==> src/rtl/edge_detect_multi.sv <==
// edge_detect_multi: multi-channel edge detector with optional input synchronizers,
// per-channel rise/fall/both mode selection, sticky "edge seen" flags and
// saturating per-channel event counters with a selectable readout.
//
// Ports:
//   clk           rising-edge clock for all state
//   rst_n         synchronous active-low reset
//   data_in       monitored levels, one bit per channel (may be asynchronous)
//   mode_i        per channel n, bits [2n+1:2n]: 00 off, 01 rise, 10 fall, 11 both
//   sticky_clr_i  per-channel sticky flag clear
//   cnt_clr_i     clears all event counters
//   cnt_sel_i     channel whose counter drives cnt_o / cnt_sat_o
//   edge_o        registered one-cycle pulse per detected edge
//   any_edge_o    registered OR of all edge conditions
//   sticky_o      per-channel latched edge-seen flags
//   cnt_o         event count of the selected channel (0 if out of range)
//   cnt_sat_o     selected counter is all-ones
module edge_detect_multi #(
  parameter int unsigned WIDTH       = 4,
  parameter int unsigned SYNC_STAGES = 2,
  parameter int unsigned CNT_W       = 8
) (
  input  logic                 clk,
  input  logic                 rst_n,
  input  logic [WIDTH-1:0]     data_in,
  input  logic [2*WIDTH-1:0]   mode_i,
  input  logic [WIDTH-1:0]     sticky_clr_i,
  input  logic                 cnt_clr_i,
  input  logic [4:0]           cnt_sel_i,
  output logic [WIDTH-1:0]     edge_o,
  output logic                 any_edge_o,
  output logic [WIDTH-1:0]     sticky_o,
  output logic [CNT_W-1:0]     cnt_o,
  output logic                 cnt_sat_o
);

  logic [WIDTH-1:0] sync_s;     // synchronized level per channel
  logic [WIDTH-1:0] prev_q;
  logic [WIDTH-1:0] edge_d, edge_q;
  logic             any_edge_q;
  logic [WIDTH-1:0] sticky_d, sticky_q;
  logic [CNT_W-1:0] cnt_d [WIDTH];
  logic [CNT_W-1:0] cnt_q [WIDTH];

  generate
    if (SYNC_STAGES == 0) begin : g_nosync
      assign sync_s = data_in;
    end else begin : g_sync
      logic [WIDTH-1:0] sync_q [SYNC_STAGES];

      always_ff @(posedge clk) begin
        if (!rst_n) begin
          for (int unsigned i = 0; i < SYNC_STAGES; i++) begin
            sync_q[i] <= '0;
          end
        end else begin
          sync_q[0] <= data_in;
          for (int unsigned i = 1; i < SYNC_STAGES; i++) begin
            sync_q[i] <= sync_q[i-1];
          end
        end
      end

      assign sync_s = sync_q[SYNC_STAGES-1];
    end
  endgenerate

  // Edge conditions, sticky and counter next-state. Mode only gates the
  // detection terms; history keeps tracking the input regardless of mode.
  always_comb begin
    edge_d   = '0;
    sticky_d = sticky_q;
    for (int unsigned n = 0; n < WIDTH; n++) begin
      edge_d[n] = (mode_i[2*n]   &  sync_s[n] & ~prev_q[n]) |
                  (mode_i[2*n+1] & ~sync_s[n] &  prev_q[n]);
    end
    // Set wins over a simultaneous clear.
    sticky_d = (sticky_q & ~sticky_clr_i) | edge_d;
    for (int unsigned n = 0; n < WIDTH; n++) begin
      cnt_d[n] = cnt_q[n];
      if (cnt_clr_i) begin
        cnt_d[n] = '0;
      end else if (edge_d[n] && (cnt_q[n] != {CNT_W{1'b1}})) begin
        cnt_d[n] = cnt_q[n] + CNT_W'(1);
      end
    end
  end

  always_ff @(posedge clk) begin
    if (!rst_n) begin
      prev_q     <= '0;
      edge_q     <= '0;
      any_edge_q <= 1'b0;
      sticky_q   <= '0;
      for (int unsigned n = 0; n < WIDTH; n++) begin
        cnt_q[n] <= '0;
      end
    end else begin
      prev_q     <= sync_s;
      edge_q     <= edge_d;
      any_edge_q <= |edge_d;
      sticky_q   <= sticky_d;
      for (int unsigned n = 0; n < WIDTH; n++) begin
        cnt_q[n] <= cnt_d[n];
      end
    end
  end

  // Readout mux; an out-of-range select matches no channel and reads zero.
  always_comb begin
    cnt_o     = '0;
    cnt_sat_o = 1'b0;
    for (int unsigned n = 0; n < WIDTH; n++) begin
      if (cnt_sel_i == 5'(n)) begin
        cnt_o     = cnt_q[n];
        cnt_sat_o = &cnt_q[n];
      end
    end
  end

  assign edge_o     = edge_q;
  assign any_edge_o = any_edge_q;
  assign sticky_o   = sticky_q;

endmodule

==> config.mk <==
export PLATFORM = sky130hd
export DESIGN_NAME = edge_detect_multi
export DESIGN_NICKNAME = d
export VERILOG_FILES = /design/src/rtl/edge_detect_multi.sv
export SDC_FILE = /design/constraint.sdc
export NUM_CORES = 1
export LEC_CHECK = 0
export CORE_MARGIN = 4
export CORE_UTILIZATION = 50
export DETAILED_ROUTE_END_ITERATION = 16
export GPL_TIMING_DRIVEN = 1
export PLACE_DENSITY = 0.87
export SLEW_MARGIN = 0
export SYNTH_ARGS = -nofsm -noshare
export SYNTH_HDL_FRONTEND = slang
export SYNTH_SLANG_ARGS = --single-unit
==> constraint.sdc <==
create_clock -name clk -period 2.1 [get_ports clk]
set_input_delay 0.42 -clock clk [delete_from_list [all_inputs] [get_ports clk]]
set_output_delay 0.42 -clock clk [all_outputs]
set_load 0.01 [all_outputs]
Yosys cells after proc, flatten, opt, wreduce, memory -nomap -nowiden
Memory sizes are Yosys's and may differ from the RTL's.
Cells that the tools add are included.
{"block": "classes", "bitwise": 37, "addsub": 4, "n_eq_ne": 7, "reduce_logical": 10, "mux": 24}
{"op": "8-bit two-way mux", "count": 16}
{"op": "8-bit by 1-bit adder with 8-bit output, second input constant", "count": 4}
{"op": "8-bit inequality test, second input constant", "count": 4}
{"op": "8-bit AND reduction", "count": 4}
{"op": "1-bit bitwise AND", "count": 16}
{"op": "5-bit by 2-bit == test with 1-bit output, second input constant", "count": 2}
{"op": "1-bit OR", "count": 10}
{"op": "4-bit two-way mux", "count": 2}
{"op": "1-bit inverter", "count": 8}
{"op": "1-bit two-way mux", "count": 6}
{"op": "5-bit by 1-bit == test with 1-bit output, second input constant", "count": 1}
{"op": "5-bit logical NOT", "count": 1}
{"op": "4-bit bitwise AND", "count": 1}
{"op": "1-bit logical AND", "count": 4}
{"op": "4-bit inverter", "count": 1}
{"op": "4-bit OR", "count": 1}
{"op": "4-bit OR reduction", "count": 1}
{"block": "totals", "output_inout_bits": 18, "elab_cells": 88, "ramBits": 40, "mem_count": 2, "ff_bits": 13, "inputBits": 24}
{"name": "cnt_q", "words": 4, "width": 8, "rd": 4, "rd_clocked_by_memory_dff": 0, "wr": 4, "line": "43", "text": "logic [CNT_W-1:0] cnt_q [WIDTH];"}
{"name": "g_sync.sync_q", "words": 2, "width": 4, "rd": 2, "rd_clocked_by_memory_dff": 0, "wr": 2, "line": "49", "text": "logic [WIDTH-1:0] sync_q [SYNC_STAGES];"}

Depth between registers and ports, before layout
Gate-level depths: netlist of the first run.
{"block": "logic_depth", "ltp_word": 8, "ltp_mapped": 6, "depth_no_buf": 5}

Worst setup path after synthesis of the first run
OpenSTA, ideal clock, no wires.
{"block": "synth_timing", "path_type": "input port to output port", "startpoint": "in cnt_sel_i[4]", "endpoint": "out cnt_o[0]", "n_path_buf": 0, "path_slack_ps": 122, "required_ps": 1680, "arrival_ps": 1558, "stages": 4, "cell_sequence": "nor3_1 -> nor3b_2 -> a222oi_1 -> a21oi_1"}
{"block": "synth_between", "elab_chain_cells": 5, "elab_cells_between_ends": 8, "classes_between": "eq/ne (3); mux (4); reduce/logical (1)"}
{"element": "start: declaration", "line": "29", "text": "input logic [4:0] cnt_sel_i,"}
{"element": "5-bit logical NOT", "line": "114", "text": "if (cnt_sel_i == 5'(n)) begin"}
{"element": "8-bit two-way mux (3 in a row)", "line": "114"}
{"element": "8-bit two-way mux *", "line": "114"}
{"element": "end: declaration", "line": "33", "text": "output logic [CNT_W-1:0] cnt_o,"}
Every way passes the cells marked *; elsewhere a longest branch is shown, timed or not.

Final worst setup path of the first run
{"block": "layout_timing", "startpoint": "in cnt_sel_i[4]", "endpoint": "out cnt_o[3]"}
The elaborated chain is that of the path after synthesis.

==> flow_summary.toml, run 1 <==
[status]
status = "finished, final reports clean"

[timing]
slew_violations = 0
fmax_mhz = 494
worstMarginPinSlew_ns = 0.466
hold_ws_ns = 0.443
period_minus_slack_ns = 2.02
finalCritPeriodShare_pct = 96.3
setup_violations = 0
skew_ns = 0.00561
slew_headroom_pct = 68.5
setup_ws_ns = 0.0775
rsz0062_at_grt = "true"
report.final.hold_viol_count = 0
setup_tns_ns = 0

[critical_path]
worstSetupPathType = "in2out"
startpoint = "cnt_sel_i[4]"
cp.arrival_ns = 1.60
rrSetupSlack_ns = 0.35
crit_path_end = "cnt_o[3]"
r2r_end = "cnt_q[2][1]"
worstPathMaxFanout = 5
endpoint_kind = "output port"
worst_r2r_startpoint = "cnt_q[2][1]"
critPathRequiredTime_ns = 1.68
r2r_cells = 7
start_kind = "primary input"

[detailed_routing]
vias = 2520
viasPerCell = 5.86
finalWirelength_mm = 6.76
ant_nets = 0
first_pass_iters = 4
wl_per_cell_um = 15.7
drt_iter0_markers = 154
drcViolationCount = 0

[clocking]
clk_pin_slew_worst_paths_ns = 0.10
cts.path.max_buffers = 2
clock_sink_count = 53
clock-root-buffer = "clkbuf_8"
clkLatencyLatePin_ns = 0.31
cts_max_level = 2
cts_tree = "done"
cts_inserted_buffers = 5

[power_and_ir_drop]
power_density_nw_per_um2 = 531
total_leakage_power_nw = 1.32
vdd_drop_max_mv = 0.376

[global_route]
grt_pass1_wl_mm = 11.0
track_usage_pct = 22.2
grt_overflow = 0
grt_pass1_vias = 2444
antenna_found_initial = 0
grt_max_degree = 30

[floorplanning]
io_pins = 42
dieArea_um2 = 6160
initial_core_util_pct = 52.3
die_w_um = 78.5
rows = 25
die_h_um = 78.5
coreArea_um2 = 4750

[placed_design]
dp_slack_ns = -0.764
hpwlAfterDp_mm = 4.80
placed_area_um2 = 3250
io_buffers = 41
place.gp.congestion = 0.916

[layout]
area_delta_synth_final_pct = 35.4
fin_area_um2 = 3370
drive_gt1_share_pct = 21.2
nets = 390
n_antenna_cell = 0

[logic_synthesis]
syn-num-nets = 310
synth-compound-area-share_pct = 20.5
synth_edf_count = 0
synthXorXnorAreaFrac_pct = 1.76
yosys_warnings = 0
syn_avg_cell_area_um2 = 8.82
synth_simple_gate_area_share_pct = 26.9
synth_fa_ha_area_share_pct = 2.01
synth.distinct_cells = 49
ys_seq_area_share_pct = 42.7
synth_top_family_by_area = "simple AND/OR/NAND/NOR gates"
netlist_area_um2 = 2490
ys_ff_latch = 53
muxShareOfSynthArea_pct = 3.22
synthArstFlopShare_pct = 0
syn_inst = 282
synth_ff_type = "dfxtp_1"

[min_path]
hold_class = "reg2reg"

[run]
drv_cap = 0
## cell type report
cell class	count	area [um^2]
Multi-Input combinational cell	212	1390
Fill cell	371	1390
Sequential cell	53	1060
Timing Repair Buffer	86	723
Tap cell	67	83.8
Clock buffer	5	68.8
Clock inverter	3	25.0
Inverter	4	15.0
## state kept, by name, indices dropped and copies added (netlist names)
register / cells
sticky_o: 4
g_sync.sync_q: 8
any_edge_o: 1
edge_o: 4
cnt_q: 32
prev_q: 4
## power breakdown
part	internal (mW)	leakage, nW	switching (mW)
clock network	0.242	0.0447	0.365
logic	0.0851	0.846	0.0674
registers	1.02	0.430	0.00727
## synth_stat cells, types with 3 or more instances
cell type / n / area [um^2]
dfxtp_1: 53 / 1060
nand2_1: 27 / 101
nor2_1: 21 / 78.8
a21oi_1: 19 / 95.1
and2_1: 17 / 106
a22oi_1: 13 / 97.6
nand3_1: 12 / 60.1
clkbuf_1: 11 / 41.3
mux2i_1: 8 / 80.1
nand2b_1: 8 / 50.1
nand3b_1: 7 / 52.6
o21ai_0: 6 / 30.0
or3_1: 5 / 31.3
a211oi_1: 4 / 30.0
ha_1: 4 / 50.1
inv_1: 4 / 15.0
nor4_1: 4 / 25.0
xnor2_1: 4 / 35.0
a21boi_0: 3 / 22.5
a31oi_1: 3 / 18.8
a41o_1: 3 / 30.0
and3_1: 3 / 18.8
nor2b_1: 3 / 18.8
nor3_1: 3 / 15.0
o21a_1: 3 / 22.5
or4_1: 3 / 22.5
## worst min path at each step
| stage | start | to | slack [ns] | depth (start not counted) |
|---|---|---|---|---|
| finish | g_sync.sync_q[0][2] | g_sync.sync_q[0][6] | 0.44 | 1 |
| global route | g_sync.sync_q[0][3] | g_sync.sync_q[0][7] | 0.47 | 1 |
| CTS | g_sync.sync_q[0][1] | g_sync.sync_q[0][5] | 0.45 | 1 |
| detailed placement | g_sync.sync_q[0][1] | g_sync.sync_q[0][5] | 0.42 | 1 |
| global placement | g_sync.sync_q[0][0] | g_sync.sync_q[0][4] | 0.41 | 1 |
| floorplan | g_sync.sync_q[0][0] | g_sync.sync_q[0][4] | 0.41 | 1 |
## routing by layer
layer | routed length [um] | vias to the layer above | global-route usage (%)
li1 | - | 1206 | -
met5 | 0 | - | 0
met2 | 3420 | 110 | 40.6
met3 | 530 | 11 | 4.24
met1 | 2700 | 1193 | 25.5
met4 | 111 | 0 | 8.22
## cells in the final DEF, fill, tap and decap left out, drive strengths merged, types with 4 or more instances in the layout
master,n
dfxtp,53
mux2i,8
and4,4
and2,18
inv,5
nand2,27
buf,55
or3,5
ha,4
xnor2,4
clkdlybuf4s50,27
nor2,21
a21oi,19
nand3b,7
nor4,4
a22oi,14
clkbuf,8
a211oi,4
nand2b,8
o21ai,6
nand3,12
## metrics by stage
step	instances	util (%)	total power [mW]
final	430	70.8	1.79
after global routing	430	70.8	1.84
after CTS	431	71.1	1.79
after detailed placement	419	68.4	1.20
after global placement	419	68.4	1.20
after floorplan	282	-	1.11
## cells by family (layout without fill, tap and decap cells)
group,count (synthesis),after routing
AND/OR/NAND/NOR,123,123
AO/OA/AOI/OAI,72,72
flip-flops,53,53
buffers and inverters,17,98
multiplexers,8,8
XOR/XNOR,5,5
adder cells (fa/ha/maj),4,4
## what timing repair did
action,in CTS,in global routing
setup buffers,5,0
endpoints found under the hold margin,0,0
setup endpoints to repair,9,9
hold buffers,0,0
pin swaps,3,8
gates resized for setup,55,11
## worst max-delay path: stages
cell     delay (ns)
buf_6          0.10
nor3_4         0.22
nor3b_4        0.25
buf_6          0.13
buf_6          0.10
buf_6          0.11
a22oi_2        0.07
nand2_1        0.07
buf_2          0.13
(Power assumes the default switching activity.)
==> run 2: changes to the inputs <==
- CORE_ASPECT_RATIO: not set -> 1.75
==> flow_summary.toml, run 2 (synthesis gave the netlist of run 1 again) <==
[status]
status = "finished, final reports clean"

[min_path]
min_to = "g_sync.sync_q[0][4]"
holdPathStages = 1
hold_class = "reg2reg"
min_from = "g_sync.sync_q[0][0]"

[critical_path]
worst_r2r_startpoint = "cnt_q[2][0]"
endpoint_kind = "output port"
rrSetupSlack_ns = 0.36
worstPathMaxFanout = 6
r2r_end = "cnt_q[2][1]"
cp.arrival_ns = 1.59
r2r_cells = 6
start_kind = "primary input"
critPathRequiredTime_ns = 1.68
worstSetupPathType = "in2out"

[timing]
setup_violations = 0
skew_ns = 0.00716
setup_ws_ns = 0.0879
rsz0062_at_grt = "false"
setup_tns_ns = 0
finalCritPeriodShare_pct = 95.8
worstMarginPinSlew_ns = 0.570
hold_ws_ns = 0.445
period_minus_slack_ns = 2.01
report.final.hold_viol_count = 0
slew_headroom_pct = 62.0
fmax_mhz = 497
slew_violations = 0

[layout]
finalNonFillerCells = 425
most-common-layout-cells = "dfxtp_1 (53), buf_4 (51), nand2_1 (27), clkdlybuf4s50_1 (27), nor2_1 (20)"
final_common_cell = "dfxtp_1"
area_delta_synth_final_pct = 38.2
n_antenna_cell = 0
fin_area_um2 = 3440
n_fill_cell = 330
largest_reg_flops = 32
fin_util_pct = 72.4
largest-register = "cnt_q"
reg_top3 = "cnt_q x32, g_sync.sync_q x8"
nets = 400
drive_gt1_share_pct = 24.7

[floorplanning]
dieArea_um2 = 6210
io_pins = 42
die_h_um = 101
coreArea_um2 = 4750
initial_core_util_pct = 52.4
rows = 33
die_w_um = 61.3

[detailed_routing]
first_pass_iters = 4
viasPerCell = 6.25
ant_nets = 0
wl_per_cell_um = 18.3
drt_iter0_markers = 319
finalWirelength_mm = 7.76
vias = 2655
drcViolationCount = 0

[placed_design]
io_buffers = 41
placed_cells = 414
place.gp.congestion = 0.955
placed_area_um2 = 3300
dp_slack_ns = -0.655
hpwlAfterDp_mm = 5.27

[global_route]
track_usage_pct = 27.7
grt_pass1_wl_mm = 12.9
grt_pass1_vias = 2712
antenna_found_initial = 0
grt_overflow = 0
grt_max_degree = 30

[clocking]
clk_pin_slew_worst_paths_ns = 0.10
clock-root-buffer = "clkbuf_8"
cts_max_level = 2
hold_buffers = 0
clkLatencyLatePin_ns = 0.31
clock_sink_count = 53
cts_inserted_buffers = 5
cts_tree = "done"
cts.path.max_buffers = 2

[run]
drv_cap = 0

[power_and_ir_drop]
vdd_drop_max_mv = 0.418
total_leakage_power_nw = 1.36
power_density_nw_per_um2 = 526
finalPower_mw = 1.81
[run 2: worst max-delay path, cell delays in order]
cell and delay [ns]:
clkdlybuf4s15_1 0.18, nor3_2 0.04, buf_4 0.13, and3b_2 0.24
buf_6 0.15, a22oi_2 0.20, nand2_1 0.08, buf_2 0.14
[run 2: metal layers]
| metal | track usage, % | wire length, um | up-vias |
|---|---|---|---|
| li1 | - | - | 1223 |
| met2 | 47.7 | 3990 | 140 |
| met4 | 18.4 | 555 | 0 |
| met5 | 0 | 0 | - |
| met1 | 28.5 | 2680 | 1232 |
| met3 | 5.99 | 534 | 60 |
[run 2: timing repair]
item	4_1_cts	5_1_grt
resized for setup	61	7
buffers inserted	6	1
setup endpoints to repair	9	6
pin swaps	6	5
[run 2: worst max path at each step]
| stage | cells past startpoint | endpoint | from |
|---|---|---|---|
| after detailed placement | 8 | cnt_o[2] | cnt_sel_i[4] |
| after global placement | 7 | cnt_o[0] | cnt_sel_i[4] |
| after CTS | 8 | cnt_o[1] | cnt_sel_i[2] |
| after floorplan | 4 | cnt_o[0] | cnt_sel_i[4] |
| after global routing | 5 | cnt_q[1][2] | mode_i[3] |
| final | 8 | cnt_o[4] | cnt_sel_i[2] |
[run 2: where the power goes]
| part | internal [mW] | switching, mW | total, mW | leakage (nW) |
|---|---|---|---|---|
| logic | 0.0845 | 0.0699 | 0.154 | 0.887 |
| registers | 1.02 | 0.00773 | 1.03 | 0.430 |
| clock network | 0.272 | 0.351 | 0.623 | 0.0478 |
[run 2: area by class of cell]
| class | instances | area [um^2] | share of cell area (%) |
|---|---|---|---|
| multi-input combinational | 212 | 1410 | 41.1 |
| inverter | 4 | 15.0 | 0.437 |
| timing repair buffer | 96 | 783 | 22.8 |
| clock inverter | 2 | 16.3 | 0.473 |
| clock buffer | 6 | 82.6 | 2.40 |
| tap | 52 | 65.1 | 1.89 |
| sequential | 53 | 1060 | 30.9 |
==> run 3: changes to the inputs <==
- TNS_END_PERCENT: not set -> 10
==> flow_summary.toml, run 3 (synthesis gave the netlist of run 1 again) <==
[clocking]
cts_inserted_buffers = 5
cts_max_level = 2
clkLatencyLatePin_ns = 0.31
clock_sink_count = 53
cts.path.max_buffers = 2
clock-root-buffer = "clkbuf_8"
clk_pin_slew_worst_paths_ns = 0.10
cts_tree = "done"

[detailed_routing]
viasPerCell = 6.25
first_pass_iters = 5
top_layer_used = "met4"
wl_met3_um = 565
met2_length_mm = 4.10
drt_iter0_markers = 397
drcViolationCount = 0
wl_per_cell_um = 18.5
ant_nets = 0
vias = 2663
finalWirelength_mm = 7.87
wl_met1_mm = 2.73

[global_route]
grt_pass1_vias = 2695
grt_overflow = 0
antenna_found_initial = 0
grt_pass1_wl_mm = 12.6
grt_max_degree = 30
track_usage_pct = 27.1

[critical_path]
critPathRequiredTime_ns = 1.68
rrSetupSlack_ns = 0.35
r2r_end = "cnt_q[2][1]"
cp.arrival_ns = 1.60
worstSetupPathType = "in2out"
r2r_cells = 6
worstPathMaxFanout = 5
start_kind = "primary input"
startpoint = "cnt_sel_i[4]"
endpoint_kind = "output port"
worst_r2r_startpoint = "cnt_q[2][0]"

[min_path]
min_from = "g_sync.sync_q[0][0]"
holdPathStages = 1
min_to = "g_sync.sync_q[0][4]"
hold_class = "reg2reg"

[timing]
fmax_mhz = 496
rsz0062_at_grt = "true"
worstMarginPinSlew_ns = 0.562
slew_headroom_pct = 62.6
report.final.hold_viol_count = 0
period_minus_slack_ns = 2.02
hold_ws_ns = 0.445
finalCritPeriodShare_pct = 96.1
setup_violations = 0
slew_violations = 0
skew_ns = 0.0121

[power_and_ir_drop]
vdd_drop_max_mv = 0.422
total_leakage_power_nw = 1.37
power_density_nw_per_um2 = 523

[placed_design]
place.gp.congestion = 0.955
io_buffers = 41
placed_cells = 414
hpwlAfterDp_mm = 5.27

[layout]
largest_reg_flops = 32
nets = 401
area_delta_synth_final_pct = 38.8
drive_gt1_share_pct = 25.9
largest-register = "cnt_q"
final_common_cell = "dfxtp_1"
most-common-layout-cells = "dfxtp_1 (53), buf_4 (51), nand2_1 (27), clkdlybuf4s50_1 (27), nor2_1 (20)"
multi_input_area_um2 = 1430
fin_util_pct = 72.6
reg_top3 = "cnt_q x32, g_sync.sync_q x8"
regArea_um2 = 1060
n_antenna_cell = 0
n_fill_cell = 330
finalNonFillerCells = 426

[floorplanning]
initial_core_util_pct = 52.4
coreArea_um2 = 4750
dieArea_um2 = 6210
die_h_um = 101
die_w_um = 61.3
rows = 33
io_pins = 42

[run]
drv_cap = 0

[status]
status = "finished, final reports clean"
-- run 3: critical path, stage by stage --
cell	delay, ns
clkbuf_2	0.10
nor3_4	0.23
nor3b_4	0.23
buf_4	0.15
buf_4	0.10
a222oi_1	0.09
a21oi_1	0.15
buf_2	0.14
-- run 3: metal layers --
metal,global-route usage (%),vias up
met4,16.7,0
met1,27.5,1232
met3,5.87,51
li1,-,1224
met5,0,-
met2,48.0,156
-- run 3: cell type report --
type                    instances  share of cell area [%]
clock buffers                   6                    2.39
clock inverters                 2                   0.472
inverters                       4                   0.435
multi-input cells             212                    41.5
flip-flops and latches         53                    30.8
well taps                      52                    1.89
repair buffers                 97                    22.6
-- run 3: worst max-delay path by stage --
stage,cells after the start,endpoint
floorplan,4,cnt_o[0]
global placement,7,cnt_o[0]
detailed placement,8,cnt_o[2]
CTS,7,cnt_sat_o
global route,8,cnt_o[1]
finish,8,cnt_o[1]
-- run 3: stage by stage --
stage | setup TNS [ns] | worst slack, ns | cell area [um^2] | total power [mW]
final | 0 | 0.0818 | 3450 | 1.80
after global routing | -0.0141 | -0.0141 | 3450 | 1.88
after CTS | 0 | 0.00272 | 3440 | 1.81
after detailed placement | -5.66 | -0.655 | 3300 | 1.20
after global placement | -5.50 | -0.627 | 3300 | 1.20
after floorplan | 0 | 0.122 | 2490 | 1.11
-- run 3: where the power goes --
part	switching [mW]	internal (mW)	total, mW
clock	0.350	0.272	0.622
sequential	0.00729	1.02	1.03
combinational	0.0703	0.0834	0.154
-- run 3: repair_timing --
action	in CTS	in global routing
endpoints found under the hold margin	0	0
setup buffers	3	3
setup endpoints to repair	9	8
pin swaps	5	6
gates resized for setup	54	18
hold buffers	0	0
